===== src/rtl/timer_pkg.sv =====
// Shared definitions for the kitchen-timer front end: command word layout,
// button channel states and the reset-request pulse priority rule.
package timer_pkg;

  localparam int unsigned CMD_W = 13;
  localparam int unsigned BTN_W = 3;
  localparam int unsigned SW_W  = 10;
  localparam int unsigned SET_W = 6;

  localparam int unsigned START   = 12;
  localparam int unsigned RST_REQ = 11;
  localparam int unsigned PAUSE   = 10;
  localparam int unsigned UPDN    = 9;
  localparam int unsigned FAST    = 8;
  localparam int unsigned MIN     = 7;
  localparam int unsigned SEC     = 6;
  localparam int unsigned SET_LSB = 0;
  localparam int unsigned SET_MSB = 5;

  // Button positions inside btn_raw
  localparam int unsigned BTN_START = 2;
  localparam int unsigned BTN_RST   = 1;
  localparam int unsigned BTN_PAUSE = 0;

  typedef enum logic [1:0] {
    BTN_DISARMED = 2'd0,
    BTN_ARMED    = 2'd1,
    BTN_PRESSED  = 2'd2
  } btn_state_e;

  // A reset request wins over start and pause in the same cycle.
  function automatic logic [BTN_W-1:0] mask_pulses(input logic [BTN_W-1:0] rise);
    logic [BTN_W-1:0] masked;
    masked = rise;
    if (rise[BTN_RST]) begin
      masked[BTN_START] = 1'b0;
      masked[BTN_PAUSE] = 1'b0;
    end
    return masked;
  endfunction

endpackage


===== src/rtl/debounce_channel.sv =====
// One input line: 2-flop synchronizer followed by a counting debouncer that
// accepts a new level only after it has persisted for DEBOUNCE_CYCLES cycles.
module debounce_channel #(
  parameter int unsigned DEBOUNCE_CYCLES = 1000000,
  parameter int unsigned CNT_W           = 20
) (
  input  logic clk,
  input  logic reset,
  input  logic raw,
  output logic synced,
  output logic stable
);

  localparam logic [CNT_W-1:0] CNT_LAST = CNT_W'(DEBOUNCE_CYCLES - 1);

  logic             sync1_q, sync1_d;
  logic             sync2_q, sync2_d;
  logic             stable_q, stable_d;
  logic [CNT_W-1:0] cnt_q, cnt_d;

  // Any sample that agrees with the stable level restarts the count.
  always_comb begin
    sync1_d  = raw;
    sync2_d  = sync1_q;
    stable_d = stable_q;
    cnt_d    = '0;
    if (sync2_q != stable_q) begin
      if (cnt_q == CNT_LAST) begin
        stable_d = sync2_q;
      end else begin
        cnt_d = cnt_q + CNT_W'(1);
      end
    end
  end

  always_ff @(posedge clk) begin
    if (reset) begin
      sync1_q  <= 1'b0;
      sync2_q  <= 1'b0;
      stable_q <= 1'b0;
      cnt_q    <= '0;
    end else begin
      sync1_q  <= sync1_d;
      sync2_q  <= sync2_d;
      stable_q <= stable_d;
      cnt_q    <= cnt_d;
    end
  end

  assign synced = sync2_q;
  assign stable = stable_q;

endmodule


===== src/rtl/input_conditioner.sv =====
// Board buttons/switches to timer command word: 13 debounced channels, button
// press pulses with reset-request priority, and a set-time change strobe.
module input_conditioner
  import timer_pkg::*;
#(
  parameter int unsigned DEBOUNCE_CYCLES = 1000000,
  parameter int unsigned CNT_W           = 20
) (
  input  logic        clk,
  input  logic        reset,
  input  logic [2:0]  btn_raw,
  input  logic [9:0]  sw_raw,
  output logic [12:0] cmd,
  output logic        set_strobe
);

  logic [CMD_W-1:0] raw_all;
  logic [CMD_W-1:0] synced_all;
  logic [CMD_W-1:0] stable_all;

  assign raw_all = {btn_raw, sw_raw};

  for (genvar i = 0; i < CMD_W; i++) begin : g_ch
    debounce_channel #(
      .DEBOUNCE_CYCLES(DEBOUNCE_CYCLES),
      .CNT_W          (CNT_W)
    ) u_ch (
      .clk   (clk),
      .reset (reset),
      .raw   (raw_all[i]),
      .synced(synced_all[i]),
      .stable(stable_all[i])
    );
  end

  logic [BTN_W-1:0] btn_stable;
  logic [BTN_W-1:0] btn_synced;
  logic [SW_W-1:0]  sw_stable;
  logic [SW_W-1:0]  sw_synced_unused;

  assign btn_stable       = stable_all[CMD_W-1:SW_W];
  assign btn_synced       = synced_all[CMD_W-1:SW_W];
  assign sw_stable        = stable_all[SW_W-1:0];
  assign sw_synced_unused = synced_all[SW_W-1:0];

  btn_state_e       btn_state_q [BTN_W];
  btn_state_e       btn_state_d [BTN_W];
  logic [1:0]       sync_ok_q, sync_ok_d;
  logic [BTN_W-1:0] rise_c;
  logic [BTN_W-1:0] pulse_q, pulse_d;
  logic [SET_W-1:0] prev_set_q, prev_set_d;
  logic             strobe_q, strobe_d;

  // Synchronizers hold reset zeros for two cycles after reset; a button only
  // arms once a real sample confirms it is released, so a button held through
  // reset never fires until it is released and pressed again.
  always_comb begin
    sync_ok_d = {sync_ok_q[0], 1'b1};
    rise_c    = '0;
    for (int b = 0; b < int'(BTN_W); b++) begin
      btn_state_d[b] = btn_state_q[b];
      case (btn_state_q[b])
        BTN_DISARMED: begin
          if (sync_ok_q[1] && !btn_stable[b] && !btn_synced[b]) begin
            btn_state_d[b] = BTN_ARMED;
          end
        end
        BTN_ARMED: begin
          if (btn_stable[b]) begin
            btn_state_d[b] = BTN_PRESSED;
            rise_c[b]      = 1'b1;
          end
        end
        BTN_PRESSED: begin
          if (!btn_stable[b]) begin
            btn_state_d[b] = BTN_ARMED;
          end
        end
        default: btn_state_d[b] = BTN_DISARMED;
      endcase
    end
    pulse_d    = mask_pulses(rise_c);
    prev_set_d = sw_stable[SET_MSB:SET_LSB];
    strobe_d   = (prev_set_q != sw_stable[SET_MSB:SET_LSB]);
  end

  always_ff @(posedge clk) begin
    if (reset) begin
      sync_ok_q  <= '0;
      pulse_q    <= '0;
      prev_set_q <= '0;
      strobe_q   <= 1'b0;
      for (int b = 0; b < int'(BTN_W); b++) begin
        btn_state_q[b] <= BTN_DISARMED;
      end
    end else begin
      sync_ok_q  <= sync_ok_d;
      pulse_q    <= pulse_d;
      prev_set_q <= prev_set_d;
      strobe_q   <= strobe_d;
      for (int b = 0; b < int'(BTN_W); b++) begin
        btn_state_q[b] <= btn_state_d[b];
      end
    end
  end

  assign cmd[START]           = pulse_q[BTN_START];
  assign cmd[RST_REQ]         = pulse_q[BTN_RST];
  assign cmd[PAUSE]           = pulse_q[BTN_PAUSE];
  assign cmd[UPDN]            = sw_stable[UPDN];
  assign cmd[FAST]            = sw_stable[FAST];
  assign cmd[MIN]             = sw_stable[MIN];
  assign cmd[SEC]             = sw_stable[SEC];
  assign cmd[SET_MSB:SET_LSB] = sw_stable[SET_MSB:SET_LSB];
  assign set_strobe           = strobe_q;

endmodule

===== config.mk =====
export PLATFORM = sky130hd
export DESIGN_NAME = input_conditioner
export DESIGN_NICKNAME = d
export VERILOG_FILES = /design/src/rtl/timer_pkg.sv /design/src/rtl/debounce_channel.sv /design/src/rtl/input_conditioner.sv
export SDC_FILE = /design/constraint.sdc
export NUM_CORES = 1
export LEC_CHECK = 0
export ABC_AREA = 1
export BUFFER_PORTS_ARGS = -buffer_cell sky130_fd_sc_hd__clkbuf_2
export CORE_MARGIN = 2
export CORE_UTILIZATION = 65
export CTS_CLUSTER_DIAMETER = 80
export DETAILED_ROUTE_END_ITERATION = 10
export HOLD_SLACK_MARGIN = 0.08
export PLACE_DENSITY = 0.81
export SYNTH_ARGS = -nofsm -noshare
export SYNTH_HDL_FRONTEND = slang
export SYNTH_HIERARCHICAL = 1
export SYNTH_SLANG_ARGS = --single-unit

===== constraint.sdc =====
create_clock -name clk -period 2.9 [get_ports clk]
set_input_delay 0.145 -clock clk [delete_from_list [all_inputs] [get_ports clk]]
set_output_delay 0.145 -clock clk [all_outputs]
set_load 0.005 [all_outputs]

# Word level (Yosys, flattened, before mapping)

Memories as Yosys holds them, arrays and structs flattened.
Cells that the tools add are included.

Memories kept: 1
Logic and storage cells: 190
Bits in registers: 311
Output and inout port bits: 14
Bits in writable memories: 6
Bits of input ports: 15

Add/subtract/negate cells: 13
Muxes and demuxes: 23
Bitwise logic cells: 18
Reductions and logical operators: 43
Equality and inequality tests: 33

Memory list:

| memory      | depth | width | rd ports | clocked after Yosys merged registers in | write ports | RTL line                | text |
|---|---|---|---|---|---|---|---|
| btn_state_q | 3     | 2     | 3        | 0                                       | 3           | input_conditioner.sv:46 | `btn_state_e btn_state_q [BTN_W];` |

Operators by type and width:

| cell                                                                   | number |
|---|---|
| 20-bit by 1-bit adder with 20-bit output (second input constant)       | 13 |
| 20-bit equality test (second input constant)                           | 13 |
| 3-bit OR reduction                                                     | 15 |
| 2-bit AND reduction                                                    | 13 |
| 2-bit two-way mux                                                      | 12 |
| 2-bit one-hot mux with 3 select lines                                  | 3 |
| 1-bit inverter                                                         | 15 |
| 1-bit != test                                                          | 13 |
| 1-bit two-way mux                                                      | 8 |
| 2-bit by 1-bit equality test with 1-bit output (second input constant) | 3 |
| 2-bit equality test (second input constant)                            | 3 |
| 1-bit logical AND                                                      | 6 |
| 1-bit zero test                                                        | 6 |
| 2-bit zero test                                                        | 3 |
| 6-bit != test                                                          | 1 |
| 1-bit OR                                                               | 3 |

# Longest topological paths before layout

Gate-level depths: netlist (run 1).

Depth after elaboration: 6
Depth in mapped cells: 8
Mapped depth without buffers: 8

# Cells and area by module

The synthesis (run 1) kept the hierarchy.

By module, submodules not included:

| module            | sequential area each (um2) | times used | cells an instance | area an instance (um2) |
|---|---|---|---|---|
| debounce_channel  | 460.4                      | 13         | 170               | 1,173.6 |
| input_conditioner | 360.3                      | 1          | 95                | 711.9 |

# Worst setup path after synthesis (run 1)

Ideal clock, no wire load.

Path kind: register -> register
Start point: register g_ch[0].u_ch.cnt_q[0]
End point: register g_ch[0].u_ch.cnt_q[12]
Cell stages (with the launch flop): 8
Buffers on the path: 1
Library setup time: 0.114 ns
Clock period less this slack: 1.307 ns
Data required time: 2.786 ns
Setup slack: 1.593 ns
Data arrival time: 1.192 ns
Cells stage by stage: dfxtp_1 -> ha_1 -> nand3_2 -> nor2_2 -> nand3_2 -> nand2_4 -> buf_6 -> nor2_1

Longest elaborated chain between the ends: 2
Elaborated cells on any way between the ends: 3
Classes of those cells: 1 x add/sub; 1 x eq/ne; 1 x reduce/logical

RTL lines:

| element                                                                          | RTL line               | text |
|---|---|---|
| from (decl)                                                                      | debounce_channel.sv:19 | `logic [CNT_W-1:0] cnt_q, cnt_d;` |
| from (signal assigned)                                                           | debounce_channel.sv:46 | `cnt_q <= cnt_d;` |
| branches (longest 2 deep; another with 20-bit by 1-bit adder with 20-bit output) | -                      |  |

Parallel ways; which one is timed is not known.
A chain may end at the register's enable or synchronous reset.

# Worst setup path after layout (run 1)

Start point: register g_ch[3].u_ch.cnt_q[0]
End point: register g_ch[3].u_ch.cnt_q[12]

Longest elaborated chain between the ends: 2
Elaborated cells on any way between the ends: 3
Classes of those cells: 1 x add/sub; 1 x eq/ne; 1 x reduce/logical

RTL lines:

| element                                                                          | RTL line |
|---|---|
| from (decl)                                                                      | debounce_channel.sv:19 |
| from (signal assigned)                                                           | debounce_channel.sv:46 |
| branches (longest 2 deep; another with 20-bit by 1-bit adder with 20-bit output) | - |

Parallel ways; which one is timed is not known.

==> metrics.md, run 1 <==
| Metric | Value |
|---|---|
| Max Root-Sink Buffers | 3 |
| Die span in y | 160.7 um |
| Worst Hold Class | in2reg |
| Clk_lat worst skew | 520 ps |
| Overall routing resource usage | 0.2521 |
| Post-route core utilization | 0.7273 |
| Post-CTS Setup Inserts | 0 |
| Post-synthesis cell count | 2,305 |
| Die X | 160.7 um |
| Switching fraction of total power | 0.2073 |
| Sequential share of the synthesized area | 0.3974 |
| Pwr dens | 503.1 nW/um^2 |
| Peak VDD IR | 0.5705 mV |
| Core ar. | 24,250 sq um |
| P&R area growth vs syn | 10.44% |
| Worst path cell trace | ha_1 -> nand3_2 -> inv_2 -> nand2_2 -> nor2_1 -> xor2_1 -> nor2_1 |
| Worst Path Required | 3290 ps |
| Fin Clk Skew | 24.94 ps |
| Vias after detailed routing | 14,160 |
| Largest fanout on the critical path | 4 |
| Synth Area in Adders | 0.01019 |
| # rows | 57 |
| GPL Wtd Cong | 0.9005 |
| Initial antenna violation count | 0 |
| Syn_nets | 2,333 |
| Final Cell Area | 17,640 sq um |
| Fmax | 676.6 MHz |
| Reg2reg start | g_ch[3].u_ch/cnt_q[0]$_SDFF_PP0_ |
| Hold endpoint | g_ch[11].u_ch/synced$_SDFF_PP0_ |
| P_int | 7.034 mW |
| Area fraction in compound gates after synthesis | 0.04082 |
| Drt drc | 0 |
| WL/cell | 11.92 um |
| Ant diodes | 0 |
| Mux contribution to synthesized area | 0 |
| Part of the power in combinational logic | 0.016 |
| Sinks on the clock net | 317 |
| Die area | 25,840 sq um |
| Max-cap violation count | 0 |
| Top post-synthesis cells by count | nor2_1 (547), nand2_1 (451), dfxtp_1 (317) |
| Largest family of logic cells by synthesized area | simple AND/OR/NAND/NOR gates |
| Wire length reported by the detailed router | 32.40 mm |
| Worst slew pin tran | 667.9 ps |
| Crit-path max cell delay | 370 ps |
| R2R setup slack | 1420 ps |
| Critical path arrival | 1860 ps |
| H-tree levels | 2 |
| Root Driver | clkbuf_16 |
| Largest net degree at the start of global routing | 30 |
| P_leak | 5.729 nW |
| Synth top area share | 0.3974 |
| Hold Fails Final Rpt | 0 |
| Hold path start | reset |
| Total gr overflow | 0 |
| Flop pwr share | 0.495 |
| Hold depth | 2 |
| Setup CP Type | reg2reg |
| Most common flop cell mapped by yosys | dfxtp_1 |
| RR Endpoint | g_ch[3].u_ch/cnt_q[12]$_SDFF_PP0_ |
| # fillers | 2,016 |
| Final net count | 2,399 |
| RSZ-0062 raised after global routing | no |
| Setup crit end kind | register |
| Mean post-synth cell area | 6.928 sq um |
| Final antenna-violating net count | 0 |
| Slowest-stage cell, CP | dfxtp_1 |
| Most common cell in the netlist | nor2_1 |
| Simple-gate share of the synthesized area | 0.4070 |
| Share of layout cells above drive strength 1 | 0.1082 |
| EDFF count, synth | 0 |
| Placed cell areas | 16,390 sq um |
| Mapped Area | 15,970 sq um |
| CTS clk-pin slew, worst paths | 60 ps |
| Number of DRC markers in iteration 0 | 992 |
| CP startpoint kind | register |
| Net Switching | 1.840 mW |
| Synth area leaders | dfxtp_1 (40%), nor2_1 (13%), nand2_1 (11%), nand3_1 (5.8%), inv_1 (5.4%) |
| Global-route wire length before repair | 56.84 mm |
| Clk pwr share | 0.488 |
| Slew Limit Headroom | 0.5547 |
| Asr flop ratio synth | 0 |
| Largest area contributor in the netlist | dfxtp_1 |
| Synth Area in XOR/XNOR | 0.07185 |
| Cts bufs inserted | 35 |
| Outcome | completed |
| Synth warnings | 6 |
| Yosys reg bits | 317 |
| Cell repeated most along the worst path | nor2_1 |
| Setup TNS | 0 ps |
| Distinct cells, synth | 29 |
| Final setup viols | 0 |
| Drt pass-1 iters | 5 |
| Via density | 5.210 |
| Port bufs | 28 |
| CTS tree | built |
| Vias in the first global route | 13,110 |
| Fin. max-slew vios | 0 |
| Fin crit share | 0.5096 |
| I/O pin cnt | 29 |
| Initial core utilization | 0.6586 |
| PostCTS Resize Cnt | 0 |
| R2R depth | 7 |
| Hpwl dp | 23.44 mm |
| Min Tclk post-route | 1478 ps |
-- how the worst max path moves through the flow --
stage	startpoint	endpoint
after detailed placement	reset	g_ch[10].u_ch/cnt_q[11]$_SDFF_PP0_
after global routing	g_ch[0].u_ch/cnt_q[0]$_SDFF_PP0_	g_ch[0].u_ch/cnt_q[16]$_SDFF_PP0_
after global placement	reset	g_ch[7].u_ch/cnt_q[12]$_SDFF_PP0_
final	g_ch[3].u_ch/cnt_q[0]$_SDFF_PP0_	g_ch[3].u_ch/cnt_q[12]$_SDFF_PP0_
after floorplan	g_ch[0].u_ch/cnt_q[0]$_SDFF_PP0_	g_ch[0].u_ch/cnt_q[12]$_SDFF_PP0_
after CTS	g_ch[3].u_ch/cnt_q[0]$_SDFF_PP0_	g_ch[3].u_ch/cnt_q[12]$_SDFF_PP0_
-- power by group through the flow --
stage | clock (mW) | sequential [mW] | combinational (mW)
floorplan | 0 | 4.49 | 0.0950
global placement | 0 | 4.49 | 0.128
detailed placement | 0 | 4.49 | 0.130
CTS | 4.43 | 4.40 | 0.145
global route | 4.60 | 4.40 | 0.163
finish | 4.33 | 4.40 | 0.144
-- cell families (layout without fill, tap and decap cells) --
group           Yosys count  after routing
fa+ha+maj                13             13
xor+xnor                131            131
simple gates           1438           1438
flops                   317            317
buf+inv                 283            371
compound gates          123            123
-- worst max-delay path: cells and delay by family, from the launching register on --
family / cells / cell delay (ps)
buffers and inverters: 1 / 90
XOR/XNOR: 1 / 190
adder cells (fa/ha/maj): 1 / 220
AND/OR/NAND/NOR: 4 / 490
flip-flops: 1 / 370
-- sequential cells by signal, summed over array words and instances (netlist names) --
| register | flops |
|---|---|
| set_strobe | 1 |
| g_ch.u_ch/cnt_q | 260 |
| pulse_q | 3 |
| g_ch.u_ch/sync1_q | 13 |
| g_ch.u_ch/synced | 13 |
| prev_set_q | 6 |
| sync_ok_q | 2 |
| btn_state_q | 6 |
| g_ch.u_ch/stable | 13 |
-- cell usage in the layout, fill, tap and decap left out, drive strengths merged --
master / n
a21oi: 94
clkinv: 30
dlygate4sd3: 13
clkinvlp: 3
inv: 246
clkbuf: 73
dfxtp: 317
nand3b: 13
nor4: 1
xnor2: 65
nand2: 477
buf: 3
o21ai: 16
bufinv: 3
o21bai: 13
or2: 27
ha: 13
nor3: 19
nand3: 224
nand4: 52
xor2: 66
nor2: 625
-- final cells by class --
cell class                 count  area, sq um  share of cell area
multi-input combinational   1705         8462              0.4798
inverter                     269         1010             0.05725
tap                          324        405.4             0.02299
clock inverter                13        158.9            0.009010
clock buffer                  46        957.2             0.05427
sequential                   317         6346              0.3598
timing repair buffer          43        297.8             0.01688
-- timing repair --
action	4_1_cts	5_1_grt
hold buffers	13	0
endpoints found under the hold margin	13	0
endpoints found under the setup margin	0	0
-- through the flow --
step                      setup slack, ps  std cells  total power, mW  hold slack, ps
after floorplan                      1593       2305            4.584           215.9
after global placement               1454       2645            4.619           339.9
after detailed placement             1420       2645            4.623           342.2
after CTS                            1427       2717            8.975           138.3
after global routing                 1220       2717            9.156           151.8
final                                1422       2717            8.874           147.6
-- per-layer routing --
layer / routed length (um) / GRT usage / share of wire
met1: 15370 / 0.3340 / 0.47
met5: 0 / 0 / 0
met2: 14980 / 0.4350 / 0.46
met3: 1434 / 0.03306 / 0.044
met4: 614 / 0.06859 / 0.019
No activity file was read; power rests on OpenSTA's default activity.
==> run 2: changes to the inputs <==
Settings changed: CORE_UTILIZATION 65 to 57, PLACE_DENSITY 0.81 to 0.75.
Clock period 2.9 ns to 1.28 ns, I/O delays scaled along.
==> metrics.md, run 2 (same netlist as run 1, synthesis figures left out) <==
| Metric | Value |
|---|---|
| Largest register FFs | 260 (unchanged) |
| Worst setup margin | -93.14 ps (-1515 ps) |
| Worst Hold Class | in2reg |
| CTS clk-pin slew, worst paths | 60 ps (about the same) |
| Setup crit end kind | register |
| RSZ-0062 raised after global routing | yes |
| Hold endpoint | g_ch[8].u_ch/sync1_q$_SDFF_PP0_ |
| Setup TNS | -6484 ps (-6484 ps) |
| Min Tclk post-route | 1373 ps (-104.8 ps) |
| P&R area growth vs syn | 39.21% |
| Clk_lat worst skew | 520 ps (about the same) |
| Gr busiest metal | met2 |
| Final Total Pwr | 21.42 mW (+140%) |
| Part of the power in combinational logic | 0.025 (+0.009) |
| P_leak | 7.457 nW (+30%) |
| Vias after detailed routing | 16,370 (+16%) |
| Fin. max-slew vios | 0 (unchanged) |
| Final antenna-violating net count | 0 (unchanged) |
| Critical path arrival | 1780 ps (-80 ps) |
| Initial core utilization | 0.5764 (-0.08218) |
| Final net count | 2,650 (+10%) |
| Slew Limit Headroom | 0.7149 (+0.1602) |
| DP Cell Count | 2,856 (+8.0%) |
| Die area | 29,370 sq um (+14%) |
| Share of layout cells above drive strength 1 | 0.3425 (+0.2343) |
| GPL Wtd Cong | 0.8888 (-1.3%) |
| CP startpoint kind | register |
| Port bufs | 28 (unchanged) |
| Reg2reg start | g_ch[11].u_ch/cnt_q[7]$_SDFF_PP0_ |
| H-tree levels | 2 (unchanged) |
| Sinks on the clock net | 317 (unchanged) |
| P_int | 16.92 mW (+140%) |
| Initial antenna violation count | 0 (unchanged) |
| # rows | 61 (+7.0%) |
| Total gr overflow | 0 (unchanged) |
| Via density | 5.414 (+3.9%) |
| Peak VDD IR | 1.094 mV (+92%) |
| Worst slew pin tran | 426.6 ps (-241.3 ps) |
| Overall routing resource usage | 0.2578 (+0.005729) |
| R2R setup slack | -90 ps (-1520 ps) |
| Max-cap violation count | 0 (unchanged) |
| Largest net degree at the start of global routing | 34 (+13%) |
| Hold path start | sw_raw[8] |
| Hpwl dp | 25.02 mm (+6.7%) |
| Fin crit share | 1.073 (+0.5631) |
| Die X | 171.4 um (+6.6%) |
| Pwr dens | 963.6 nW/um^2 (+92%) |
| Finished Layout Cells | 3,023 (+11%) |
| # fillers | 1,675 (-17%) |
| Largest fanout on the critical path | 4 (unchanged) |
| Drt pass-1 iters | 6 (+1) |
| R2R depth | 6 (-1) |
| RR Endpoint | g_ch[11].u_ch/cnt_q[12]$_SDFF_PP0_ |
| I/O pin cnt | 29 (unchanged) |
| Vias in the first global route | 14,640 (+12%) |
| Number of DRC markers in iteration 0 | 1,261 (+27%) |
| Core ar. | 27,710 sq um (+14%) |
| CTS tree | built |
| Max Root-Sink Buffers | 3 (unchanged) |
| Final setup viols | 168 (+168) |
| Worst Path Required | 1690 ps (-1600 ps) |
| Net Switching | 4.498 mW (+140%) |
| M1 GR Usage | 0.3182 (-0.01578) |
| Met3 usage | 0.03566 (+0.002607) |
| WL/cell | 15.01 um (+26%) |
| Setup CP Type | reg2reg |
| Fin Hold WS | 386.3 ps (+238.7 ps) |
| Hold Fails Final Rpt | 0 (unchanged) |
| Failing checks | negative setup slack |
| Largest Register | g_ch.u_ch/cnt_q |
| Fmax | 728.3 MHz (+7.6%) |
| Fin Clk Skew | 16.64 ps (-8.301 ps) |
| Hold depth | 4 (+2) |
| Root Driver | clkbuf_16 |
| Drt drc | 0 (unchanged) |
| Flop pwr share | 0.464 (-0.031) |
| Outcome | complete, but fails checks |
| Die span in y | 171.4 um (+6.6%) |
| Ant diodes | 0 (unchanged) |
| Wire length reported by the detailed router | 45.37 mm (+40%) |
| Cts bufs inserted | 36 (+2.9%) |
| Met2 GRT Util | 0.4651 (+0.03016) |
| Most frequent cells in the layout | nor2_1 (437), nand2_1 (417), inv_1 (211) |
| Clk pwr share | 0.511 (+0.023) |
| Global-route wire length before repair | 64.18 mm (+13%) |
| Most common cell after layout, fill and taps aside | nor2_1 |
| Switching fraction of total power | 0.2100 (+0.002635) |
run 2: changes by cell type in the layout (fill, tap and decap cells not counted), moves of 16 or more:
cell     before  now
nor2_1      547  437
nand2_2      13   30
nand3_1     185  145
inv_1       228  211
inv_4         0   16
nand2_1     451  417
dfxtp_1     317  166
nor2_4        0  110
nand3_4       0   39
nand2_8       0   22
buf_4         1  204
a21oi_1      93   69
a21oi_2       1   25
dfxtp_2       0  140
run 2: cell type report:
type,instances,area (sq um),share of cell area
multi-input combinational,1724,10740,0.4833
sequential,317,6563,0.2952
timing repair buffer,274,2153,0.09687
inverter,269,1050,0.04722
clock buffer,48,1017,0.04576
tap,378,473.0,0.02128
clock inverter,13,231.5,0.01041
run 2: what timing repair did:
item                                    CTS  global route
setup buffers                             6            55
hold buffers                             26             0
pin swaps                                45           164
cloned                                   11             8
endpoints found under the setup margin  259           266
hold endpoints to repair                 44             0
resized for setup                       133           467
run 2: how the worst max path moves through the flow:
stage / from / endpoint / cells after the start
6_report: g_ch[11].u_ch/cnt_q[7]$_SDFF_PP0_ / g_ch[11].u_ch/cnt_q[12]$_SDFF_PP0_ / 6
5_1_grt: g_ch[0].u_ch/cnt_q[7]$_SDFF_PP0_ / g_ch[0].u_ch/cnt_q[12]$_SDFF_PP0_ / 6
3_5_place_dp: g_ch[2].u_ch/cnt_q[1]$_SDFF_PP0_ / g_ch[2].u_ch/cnt_q[12]$_SDFF_PP0_ / 7
3_3_place_gp: g_ch[6].u_ch/cnt_q[1]$_SDFF_PP0_ / g_ch[6].u_ch/cnt_q[16]$_SDFF_PP0_ / 8
2_1_floorplan: g_ch[6].u_ch/cnt_q[0]$_SDFF_PP0_ / g_ch[6].u_ch/cnt_q[15]$_SDFF_PP0_ / 7
4_1_cts: g_ch[7].u_ch/cnt_q[1]$_SDFF_PP0_ / g_ch[7].u_ch/cnt_q[17]$_SDFF_PP0_ / 8
run 2: layer usage:
layer  vias up  part of all wire  wire [um]
li1       7896                 -          -
met1      7638              0.41      18440
met2       669              0.51      23090
met3       163             0.054       2461
met4         0             0.030       1382
met5         -                 0          0
run 2: worst max-delay path: stages, from the launching register on:
cell     delay, ps
dfxtp_1        380
nand2_1        120
nor2_1         220
nand2_4        110
nor2_4         130
xor2_1         210
nor2_1          80
run 2: power groups by stage:
stage / combinational [mW] / sequential (mW) / clock, mW
after CTS: 0.437 / 9.96 / 11.1
after global placement: 0.323 / 10.2 / 0
after global routing: 0.574 / 9.94 / 11.5
after detailed placement: 0.331 / 10.2 / 0
final: 0.529 / 9.94 / 11.0
after floorplan: 0.215 / 10.2 / 0
run 2: through the flow:
stage               instance area (sq um)  worst slack [ps]  utilization
global route                        22230            -190.9       0.8024
floorplan                           16210             1.804            -
finish                              22230            -93.14       0.8024
detailed placement                  17890            -100.4       0.6458
CTS                                 20110            -22.97       0.7259
global placement                    17890            -48.14       0.6458
==> run 3: changes to the inputs <==
Settings changed: ABC_AREA 1 to not set, CORE_UTILIZATION 57 to 63, PLACE_DENSITY 0.75 to 0.79.
Clock period 1.28 ns to 1.4 ns, I/O delays scaled along.
==> metrics.md, run 3 <==
| Metric | Value |
|---|---|
| GPL Wtd Cong | 0.8126 (-8.6%) |
| Sequential share of the synthesized area | 0.4519 (+0.05453) |
| Worst EP kind | sequential cell input |
| Fail Step | global routing (5_1_grt) |
| Max Root-Sink Buffers | 3 (unchanged) |
| Mean post-synth cell area | 8.899 sq um (+28%) |
| Root Driver | clkbuf_16 |
| Initial core utilization | 0.6434 (+0.06706) |
| # rows | 54 (-11%) |
| Top post-synthesis cells by count | dfxtp_1 (317), nor2_1 (211), nand3_1 (130) |
| Most common flop cell mapped by yosys | dfxtp_1 |
| Synth warnings | 6 (unchanged) |
| I/O pin cnt | 29 (unchanged) |
| Post-synthesis cell count | 1,578 (-32%) |
| Sinks on the clock net | 317 (unchanged) |
| Yosys reg bits | 317 (unchanged) |
| Distinct cells, synth | 32 (+10%) |
| Asr flop ratio synth | 0 (unchanged) |
| First error message | [ERROR DPL-0038] Utilization greater than 100%, impossible to legalize |
| Port bufs | 28 (unchanged) |
| Outcome | aborted with a tool error |
| Syn_nets | 1,606 (-31%) |
| Die X | 153.3 um (-11%) |
| Most common cell in the netlist | dfxtp_1 |
| Synth top area share | 0.4519 (+0.05453) |
| EDFF count, synth | 0 (unchanged) |
| Mapped Area | 14,040 sq um (-12%) |
| Hpwl dp | 23.31 mm (-6.8%) |
| GRT worst endpoint | g_ch[10].u_ch/cnt_q[15]$_SDFF_PP0_/D |
| Die span in y | 153.3 um (-11%) |
| Cts bufs inserted | 36 (unchanged) |
| H-tree levels | 2 (unchanged) |
| Largest area contributor in the netlist | dfxtp_1 |
| Largest net degree at the start of global routing | 35 |
| Synth area leaders | dfxtp_1 (45%), xnor2_1 (7.5%), nor2_1 (5.6%), nand3_1 (4.6%), xor2_1 (4.4%) |
[run 3: changes by cell type after synthesis, moves of 36 or more]
| cell | change |
|---|---|
| nand2_1 | -383 |
| nor2_1 | -336 |
| inv_1 | -188 |
| nor2_2 | -78 |
| xnor2_1 | +56 |
| nand3_1 | -55 |
| clkbuf_1 | +52 |
| nor2b_1 | +48 |
| and3_1 | +40 |
| nand3_2 | -39 |
| nor4_1 | +39 |
| or3_1 | +39 |
| o21ai_0 | +36 |
[run 3: timing repair]
item | CTS
hold endpoints to repair | 41
setup endpoints to repair | 273
cloned | 9
setup buffers | 28
pin swaps | 89
hold buffers | 23
resized for setup | 301
[run 3: cells by family after synthesis]
| family | share of synthesized area |
|---|---|
| adder cells (fa/ha/maj) | 0.01158 |
| XOR/XNOR | 0.1191 |
| buffers and inverters | 0.03003 |
| flip-flops | 0.4519 |
| AND/OR/NAND/NOR | 0.3188 |
| AO/OA/AOI/OAI | 0.06852 |
[run 3: through the flow]
step	setup TNS (ps)	cells	utilization	worst slack (ps)	instance area, sq um
detailed placement	-18290	2208	0.8069	-136.9	17610
global placement	-8396	2208	0.8069	-89.59	17610
floorplan	-1792	1578	-	-96.00	14610
CTS	-10880	2333	0.9353	-79.40	20410
==> run 4: changes to the inputs <==
Settings changed: CORE_UTILIZATION 63 to 40, CTS_CLUSTER_DIAMETER 80 to not set, HOLD_SLACK_MARGIN 0.08 to not set, PLACE_DENSITY 0.79 to not set, PLACE_DENSITY_LB_ADDON set to 0.15.
==> metrics.md, run 4 <==
| Metric | Value |
|---|---|
| Worst Hold Class | in2reg |
| Initial core utilization | 0.4065 (-0.2369) |
| H-tree levels | 2 (unchanged) |
| Synth area leaders | dfxtp_1 (45%), xnor2_1 (7.5%), nor2_1 (5.6%), nand3_1 (4.6%), xor2_1 (4.4%) |
| Number of DRC markers in iteration 0 | 569 |
| R2R depth | 6 |
| Most common flop cell mapped by yosys | dfxtp_1 |
| Largest fanout on the critical path | 5 |
| Final net count | 2,077 |
| Mean post-synth cell area | 8.899 sq um (unchanged) |
| Sequential share of the synthesized area | 0.4519 (unchanged) |
| Sinks on the clock net | 317 (unchanged) |
| Asr flop ratio synth | 0 (unchanged) |
| Yosys reg bits | 317 (unchanged) |
| Fin Clk Skew | 13.57 ps |
| Max Root-Sink Buffers | 3 (unchanged) |
| Largest register FFs | 260 |
| Share of layout cells above drive strength 1 | 0.5031 |
| Setup TNS | -15,370 ps |
| Fin. max-slew vios | 0 |
| P_int | 14.80 mW |
| Drt pass-1 iters | 4 |
| # rows | 68 (+26%) |
| Outcome | complete, but fails checks |
| Mapped Area | 14,040 sq um (unchanged) |
| Area of the multi-input gates | 9004 sq um |
| Cell family with most CP delay | simple AND/OR/NAND/NOR gates |
| Worst Path Required | 1810 ps |
| Net Switching | 4.017 mW |
| Hold depth | 3 |
| Hpwl dp | 22.69 mm (-2.7%) |
| Part of the power in combinational logic | 0.022 |
| Worst setup margin | -149.5 ps |
| Slew Limit Headroom | 0.6578 |
| P&R area growth vs syn | 53.60% |
| Ant diodes | 0 |
| Setup CP Type | reg2reg |
| Peak VDD IR | 0.9643 mV |
| Core ar. | 34,540 sq um |
| Wire length reported by the detailed router | 34.93 mm |
| Final setup viols | 238 |
| Die span in y | 191.4 um (+25%) |
| Slowest-stage cell, CP | dfxtp_4 |
| Global-route wire length before repair | 58.02 mm |
| Cts bufs inserted | 37 (+2.8%) |
| Largest net degree at the start of global routing | 21 |
| Pwr dens | 872.4 nW/um^2 |
| Fin crit share | 1.107 |
| # fillers | 2,921 |
| GPL Wtd Cong | 0.7914 (-2.6%) |
| Reg2reg start | g_ch[12].u_ch/cnt_q[10]$_SDFF_PP0_ |
| Register Area | 6684 sq um |
| Synth top area share | 0.4519 (unchanged) |
| Critical path arrival | 1960 ps |
| Worst path cell trace | nor4b_4 -> nand4_1 -> buf_4 -> o21ai_4 -> buf_6 -> nor2_2 |
| Max-cap violation count | 0 |
| EDFF count, synth | 0 (unchanged) |
| Setup slack at placement | -159.7 ps (-22.79 ps) |
| Drt drc | 0 |
| Port bufs | 28 (unchanged) |
| Most common cell in the netlist | dfxtp_1 |
| Total gr overflow | 0 |
| Worst path bufs/invs | 2 |
| Crit-path max cell delay | 360 ps |
| Hold path start | sw_raw[0] |
| Initial antenna violation count | 0 |
| Switching fraction of total power | 0.2135 |
| Die area | 36,620 sq um |
| Fin Hold WS | 286.8 ps |
| RSZ-0062 raised after global routing | yes |
| Top post-synthesis cells by count | dfxtp_1 (317), nor2_1 (211), nand3_1 (130) |
| Die X | 191.4 um (+25%) |
| Distinct cells, synth | 32 (unchanged) |
| WL/cell | 13.80 um |
| Most frequent cells in the layout | buf_4 (399), dfxtp_1 (155), xnor2_1 (118) |
| Worst slew pin tran | 508.6 ps |
| Most common cell after layout, fill and taps aside | buf_4 |
| Via density | 5.076 |
| Clk pwr share | 0.499 |
| Post-synthesis cell count | 1,578 (unchanged) |
| Vias after detailed routing | 12,850 |
| Largest area contributor in the netlist | dfxtp_1 |
| CP startpoint kind | register |
| I/O pin cnt | 29 (unchanged) |
| Flop pwr share | 0.479 |
| RR Endpoint | g_ch[12].u_ch/cnt_q[12]$_SDFF_PP0_ |
| CTS tree | built |
| Synth warnings | 6 (unchanged) |
| Root Driver | clkbuf_16 |
| Min Tclk post-route | 1549 ps |
| Overall routing resource usage | 0.1858 |
| Final antenna-violating net count | 0 |
| P_leak | 7.598 nW |
| Vias in the first global route | 12,730 |
| Clk_lat worst skew | 530 ps |
| CTS clk-pin slew, worst paths | 60 ps |
| Hold Fails Final Rpt | 0 |
| Largest Register | g_ch.u_ch/cnt_q |
| Hold endpoint | g_ch[0].u_ch/sync1_q$_SDFF_PP0_ |
| R2R setup slack | -150 ps |
| Failing checks | negative setup slack |
| Fmax | 645.4 MHz |
| Syn_nets | 1,606 (unchanged) |
| Setup crit end kind | register |
-- run 4: through the flow --
stage | cells | total power, mW | area, sq um | util
6_report | 2532 | 18.82 | 21570 | 0.6244
2_1_floorplan | 1578 | 9.389 | 14610 | -
5_1_grt | 2532 | 19.53 | 21570 | 0.6244
3_5_place_dp | 2399 | 9.545 | 17980 | 0.5204
3_3_place_gp | 2399 | 9.540 | 17980 | 0.5204
4_1_cts | 2511 | 19.10 | 20370 | 0.5898
-- run 4: power by group through the flow --
stage               sequential (mW)  clock, mW  combinational [mW]
floorplan                      9.25          0               0.135
global placement               9.26          0               0.281
detailed placement             9.26          0               0.285
CTS                            9.04       9.71               0.355
global route                   9.01       10.1               0.448
finish                         9.01       9.40               0.408
-- run 4: how the worst max path moves through the flow --
stage          slack (ps)                                from  cells after the start                                 end
2_1_floorplan        -100    g_ch[0].u_ch/cnt_q[8]$_SDFF_PP0_                      5   g_ch[0].u_ch/cnt_q[18]$_SDFF_PP0_
3_3_place_gp         -120   g_ch[2].u_ch/cnt_q[13]$_SDFF_PP0_                      5    g_ch[2].u_ch/cnt_q[9]$_SDFF_PP0_
3_5_place_dp         -160   g_ch[11].u_ch/cnt_q[7]$_SDFF_PP0_                      5   g_ch[11].u_ch/cnt_q[9]$_SDFF_PP0_
4_1_cts              -110  g_ch[11].u_ch/cnt_q[10]$_SDFF_PP0_                      5  g_ch[11].u_ch/cnt_q[12]$_SDFF_PP0_
5_1_grt              -190  g_ch[12].u_ch/cnt_q[10]$_SDFF_PP0_                      6   g_ch[12].u_ch/cnt_q[8]$_SDFF_PP0_
6_report             -150  g_ch[12].u_ch/cnt_q[10]$_SDFF_PP0_                      6  g_ch[12].u_ch/cnt_q[12]$_SDFF_PP0_
-- run 4: final cells by class --
cell class | count | area share
Timing Repair Buffer | 498 | 0.1838
Multi-Input combinational cell | 1155 | 0.4174
Inverter | 40 | 0.006961
Tap cell | 455 | 0.02640
Clock inverter | 9 | 0.002262
Clock buffer | 58 | 0.05320
Sequential cell | 317 | 0.3099
-- run 4: routing by layer --
layer  GRT usage  up-vias  share of wire
met4     0.05385        0          0.022
met1      0.2369     6137           0.45
met3     0.02937       61          0.028
li1            -     6531              -
met5           0        -              0
met2      0.3225      124           0.50
-- run 4: timing repair --
action | in CTS | in global routing
resized for setup | 227 | 274
gates cloned | 8 | 5
setup buffers | 22 | 17
pin swaps | 90 | 101
hold endpoints to repair | 20 | 0
hold buffers | 15 | 0
endpoints found under the setup margin | 268 | 273
-- run 4: logic make-up after synthesis --
| logic type | count (synthesis) | share of synthesized area |
|---|---|---|
| adder cells (fa/ha/maj) | 13 | 0.01158 |
| buffers and inverters | 106 | 0.03003 |
| XOR/XNOR | 191 | 0.1191 |
| AO/OA/AOI/OAI | 173 | 0.06852 |
| flip-flops | 317 | 0.4519 |
| AND/OR/NAND/NOR | 778 | 0.3188 |
-- run 4: tightest hold or removal path, stage by stage --
cell and delay, ps:
dlygate4sd3_1 520, clkbuf_2 90, nor2b_1 100
